### src/rtl/riscv_pkg.sv
// Shared RISC-V front-end definitions: instruction width, NOP encoding,
// default boot address and the fetch FSM state type.
package riscv_pkg;

  localparam int unsigned ILEN = 32;

  // addi x0, x0, 0
  localparam logic [ILEN-1:0] NOP_INSTR = 32'h0000_0013;

  localparam logic [63:0] RESET_PC_DEFAULT = 64'h0000_0000_8000_0000;

  typedef enum logic [2:0] {
    IDLE  = 3'd0,
    FETCH = 3'd1,
    WAIT  = 3'd2,
    DROP  = 3'd3,
    HOLD  = 3'd4
  } fetch_state_t;

endpackage : riscv_pkg

### src/rtl/instruction_fetch.sv
// Single-outstanding instruction fetch unit. Issues one aligned request at a
// time, holds the returned word for decode, and handles redirects that land
// while a request is in flight by discarding the stale response.
module instruction_fetch
  import riscv_pkg::*;
#(
  parameter int unsigned     XLEN     = 64,
  parameter logic [XLEN-1:0] RESET_PC = XLEN'(RESET_PC_DEFAULT)
) (
  input  logic            clk,
  input  logic            rst_n,
  output logic            imem_req_valid,
  input  logic            imem_req_ready,
  output logic [XLEN-1:0] imem_req_addr,
  input  logic            imem_rsp_valid,
  input  logic [ILEN-1:0] imem_rsp_data,
  input  logic            redirect_valid,
  input  logic [XLEN-1:0] redirect_pc,
  output logic            if_valid,
  input  logic            if_ready,
  output logic [ILEN-1:0] if_instr,
  output logic [XLEN-1:0] if_pc
);

  fetch_state_t    state_q, state_d;
  logic [XLEN-1:0] pc_q, pc_d;
  logic [ILEN-1:0] if_instr_q, if_instr_d;
  logic [XLEN-1:0] if_pc_q, if_pc_d;
  logic [XLEN-1:0] redirect_pc_aligned;

  // The low two bits of a redirect target are never meaningful for a
  // 4-byte fetch, so they are forced to zero before loading pc.
  assign redirect_pc_aligned = redirect_pc & ~XLEN'(3);

  // Request and valid are suppressed combinationally in any cycle carrying a
  // redirect, so neither a stale fetch nor a stale instruction escapes.
  assign imem_req_valid = (state_q == FETCH) && !redirect_valid;
  assign imem_req_addr  = pc_q;
  assign if_valid       = (state_q == HOLD) && !redirect_valid;
  assign if_instr       = if_instr_q;
  assign if_pc          = if_pc_q;

  // Next-state, pc and output-register update for the fetch FSM.
  always_comb begin
    state_d    = state_q;
    pc_d       = pc_q;
    if_instr_d = if_instr_q;
    if_pc_d    = if_pc_q;
    unique case (state_q)
      IDLE: begin
        state_d = FETCH;
      end
      FETCH: begin
        if (redirect_valid) begin
          pc_d = redirect_pc_aligned;
        end else if (imem_req_ready) begin
          state_d = WAIT;
        end
      end
      WAIT: begin
        if (redirect_valid) begin
          pc_d    = redirect_pc_aligned;
          // A response in the redirect cycle is simply thrown away;
          // otherwise it is still owed and must be swallowed in DROP.
          state_d = imem_rsp_valid ? FETCH : DROP;
        end else if (imem_rsp_valid) begin
          if_instr_d = imem_rsp_data;
          if_pc_d    = pc_q;
          state_d    = HOLD;
        end
      end
      DROP: begin
        if (redirect_valid) begin
          pc_d = redirect_pc_aligned;
        end
        // Leaving on the discarded beat even when a redirect coincides keeps
        // the FSM from waiting for a response that will never come.
        if (imem_rsp_valid) begin
          state_d = FETCH;
        end
      end
      HOLD: begin
        if (redirect_valid) begin
          pc_d    = redirect_pc_aligned;
          state_d = FETCH;
        end else if (if_ready) begin
          pc_d    = pc_q + XLEN'(4);
          state_d = FETCH;
        end
      end
      default: begin
        state_d = IDLE;
      end
    endcase
  end

  // State, pc and held-instruction registers with asynchronous reset.
  always_ff @(posedge clk or negedge rst_n) begin
    if (!rst_n) begin
      state_q    <= IDLE;
      pc_q       <= RESET_PC;
      if_instr_q <= NOP_INSTR;
      if_pc_q    <= '0;
    end else begin
      state_q    <= state_d;
      pc_q       <= pc_d;
      if_instr_q <= if_instr_d;
      if_pc_q    <= if_pc_d;
    end
  end

endmodule : instruction_fetch

### config.mk
export PLATFORM = sky130hd
export DESIGN_NAME = instruction_fetch
export DESIGN_NICKNAME = d
export VERILOG_FILES = /design/src/rtl/riscv_pkg.sv /design/src/rtl/instruction_fetch.sv
export SDC_FILE = /design/constraint.sdc
export NUM_CORES = 1
export LEC_CHECK = 0
export ABC_AREA = 1
export BUFFER_PORTS_ARGS = -buffer_cell sky130_fd_sc_hd__buf_2
export CORE_AREA = 2 2 143 145
export CTS_CLUSTER_SIZE = 25
export DETAILED_ROUTE_END_ITERATION = 7
export DIE_AREA = 0 0 145 147
export PLACE_DENSITY_LB_ADDON = 0.25
export SYNTH_ARGS = -nofsm -noshare
export SYNTH_HDL_FRONTEND = slang
export SYNTH_SLANG_ARGS = --single-unit
### constraint.sdc
create_clock -name clk -period 2.1 [get_ports clk]
set_clock_uncertainty 0.1 [all_clocks]
set_input_delay 0.315 -clock clk [delete_from_list [all_inputs] [get_ports clk]]
set_output_delay 0.315 -clock clk [all_outputs]
set_load 0.005 [all_outputs]
==> results.sh <==
export IMPL_via_per_inst=5.06
export IMPL_grt_use_total_pct=27.5
export IMPL_cts_sinks=159
export IMPL_path_cells="nor2_4, nand2_2, nor2_4, buf_12, buf_2"
export IMPL_end_kind="primary output"
export IMPL_initial_core_util_pct=44.2
export IMPL_syn_avg_cell_area_um2=7.32
export IMPL_synthAdderAreaFrac_pct=0.143
export IMPL_yosys_cell_types_count=33
export IMPL_synth_top_area_cell="dfrtp_1"
export IMPL_drc=0
export IMPL_critPathMaxStageDelay_ns=0.43
export IMPL_clk_path_buf_depth=2
export IMPL_synth_top_area_share_pct=44.2
export IMPL_gr_total_overflow=0
export IMPL_finalHoldViolCount=0
export IMPL_area_growth_pct=28.9
export IMPL_grt_setup_unrepaired="true"
export IMPL_grt_max_degree=78
export IMPL_finalSetupViolCount=0
export IMPL_ys_seq_area_share_pct=45.4
export IMPL_crit_arrival_ns=1.59
export IMPL_rows=52
export IMPL_crit_start="state_q[1]$_DFFE_PN0P_"
export IMPL_root_buffer="clkbuf_16"
export IMPL_hold_class="input pin to register"
export IMPL_cts_max_level=4
export IMPL_ir_worst_vdd_v=0.000713
export IMPL_cellPowerDensity_nw_per_um2=1290
export IMPL_dieArea_um2=21300
export IMPL_num_vias=8948
export IMPL_postSynthCellCount=1198
export IMPL_cap_violations=0
export IMPL_power_leakage_nw=5.79
export IMPL_r2r_start="state_q[1]$_DFFE_PN0P_"
export IMPL_finalWeightedCongestion=0.965
export IMPL_first_pass_iters=5
export IMPL_slowest_stage="dfrtp_1"
export IMPL_synth_mux_area_share_pct=4.49
export IMPL_num_io_pins=264
export IMPL_cts_buffers=17
export IMPL_die_w_um=145
export IMPL_status="complete, no violations"
export IMPL_grt_first_pass_wirelength_mm=45.9
export IMPL_grt_pass1_vias=8361
export IMPL_synthXorXnorAreaFrac_pct=1.20
export IMPL_synth_compound_area_share_pct=10.1
export IMPL_max_freq_ghz=0.499
export IMPL_antenna_left=0
export IMPL_netlist_area_um2=8770
export IMPL_clock_latency_ns=0.43
export IMPL_nNetsFinal=1588
export IMPL_finalPower_mw=14.6
export IMPL_finalCritPeriodShare_pct=95.4
export IMPL_drv_slew=0
export IMPL_portBuffers=257
export IMPL_cp_common_cell="nor2_4"
export IMPL_drt_iter0_drc=701
export IMPL_dp_hpwl_mm=22.7
export IMPL_ys_seq_elements=159
export IMPL_path_max_fanout=21
export IMPL_hp_start="imem_rsp_data[24]"
export IMPL_synthTopCellsByArea="dfrtp_1 (44%), nand2_1 (16%), nor2_1 (7.9%), o21ai_0 (5.9%), inv_1 (5.0%)"
export IMPL_drt_wl_total_mm=29.5
export IMPL_start_kind="register"
export IMPL_antenna_cells=0
export IMPL_cp_required_ns=1.68
export IMPL_critPathKind="register to primary output"
export IMPL_core_um2=19800
export IMPL_cts_tree="built"
export IMPL_yosys_warnings=0
export IMPL_fin_util_pct=57.0
export IMPL_antenna_found_initial=0
export IMPL_synthSimpleGateAreaFrac_pct=30.8
export IMPL_layout_drive_gt1_share_pct=27.5
export IMPL_min_period_ns=2.00
export IMPL_die_h_um=147
export IMPL_wl_per_cell_um=16.7
export IMPL_clk_pin_slew_worst_paths_ns=0.07
export IMPL_synth_top_family_by_area="simple AND/OR/NAND/NOR gates"
-- through the flow --
| step | hold WS [ns] | TNS [ns] | instance area (um2) | instances | setup slack (ns) |
|---|---|---|---|---|---|
| after global placement | 0.177 | 0 | 10700 | 1732 | 0.156 |
| after global routing | 0.00291 | -0.00815 | 11300 | 1768 | -0.00815 |
| after detailed placement | 0.182 | 0 | 10700 | 1732 | 0.124 |
| after CTS | 0.00360 | 0 | 11300 | 1768 | 0.0251 |
| final | 0.0118 | 0 | 11300 | 1768 | 0.0964 |
| after floorplan | -0.0806 | 0 | 8780 | 1201 | 0.380 |
-- routing by layer --
layer	up-vias	GRT usage [%]	share of wire (%)
li1	4382	-	-
met1	4152	38.1	44
met2	370	44.1	46
met3	44	5.28	7.7
met4	0	8.27	2.3
met5	-	0	0
-- critical path: cells and delay by family, from the launching register on --
kind / cells / cell delay [ns]
AND/OR/NAND/NOR: 3 / 0.39
flip-flops: 1 / 0.43
buffers and inverters: 2 / 0.32
-- cells in the mapped netlist, drive strengths merged --
cell and instances:
nor3 5, nand4 13, o21bai 7, a31oi 1, a41oi 1, nand2 373
nand3 70, a21oi 16, o21ai 115, mux2 35, nor2 198, a211oi 1
clkbuf 9, nor4 1, inv 119, dfrtp 155, conb 1, o211ai 1
xor2 12, o22ai 14, or2 1, ha 1, buf 37, dfstp 4
a22oi 8
-- placed cells by master (no fill, tap or decap), drive strengths merged, types with 5 or more instances in the layout --
cell type | synthesis | routed
a21oi | 16 | 16
a22oi | 8 | 8
buf | 37 | 309
clkbuf | 9 | 19
dfrtp | 155 | 155
inv | 119 | 127
mux2 | 35 | 35
nand2 | 373 | 373
nand3 | 70 | 70
nand4 | 13 | 13
nor2 | 198 | 198
nor3 | 5 | 5
o21ai | 115 | 115
o21bai | 7 | 7
o22ai | 14 | 14
xor2 | 12 | 12
-- path summary, 6_finish.rpt --
kind | cells past startpoint | slack, ns | end
max | 5 | 0.1 | if_valid
min | 2 | 0.01 | if_instr[24]$_DFFE_PN0P_
max reg2reg | 11 | 0.1 | imem_req_addr[30]$_DFFE_PN0P_
min reg2reg | 2 | 0.38 | if_pc[24]$_DFFE_PN0P_
max in group asynchronous | 3 | 0.92 | if_instr[1]$_DFFE_PN1P_
min in group asynchronous | 2 | 0.29 | if_instr[10]$_DFFE_PN0P_
-- cell families (layout without fill, tap and decap cells) --
family | after synthesis | count (layout)
DFF | 159 | 159
AOI/OAI and AO/OA | 164 | 164
buffers and inverters | 165 | 462
muxes | 35 | 35
and+or+nand+nor | 661 | 661
xor gates and xnor gates | 12 | 12
other | 1 | 4
adders and majority gates | 1 | 1
-- registers in the layout (all words and copies together) (netlist names) --
name	flops
if_pc	62
state_q	3
if_instr	32
imem_req_addr	62
-- area by class of cell --
class / instances / area, um2
clock inverters: 13 / 115
repair buffers: 311 / 1830
flip-flops and latches: 159 / 3990
clock buffers: 19 / 453
fillers: 1908 / 8540
inverters: 119 / 447
well taps: 270 / 338
multi-input cells: 877 / 4140
-- power breakdown --
part	internal, mW	leakage [nW]	switching (mW)
clock	1.62	0.272	1.43
combinational	2.51	3.57	3.21
sequential	4.50	1.95	1.33
total	8.63	5.79	5.97
-- repair_timing --
action	in CTS	in global routing
hold buffers	1	0
endpoints found under the hold margin	40	0
pin swaps	1	1
gates resized for setup	0	8
setup buffers	2	0
setup endpoints to repair	1	20
cloned	1	0
Power figures use the tool's default switching activity.
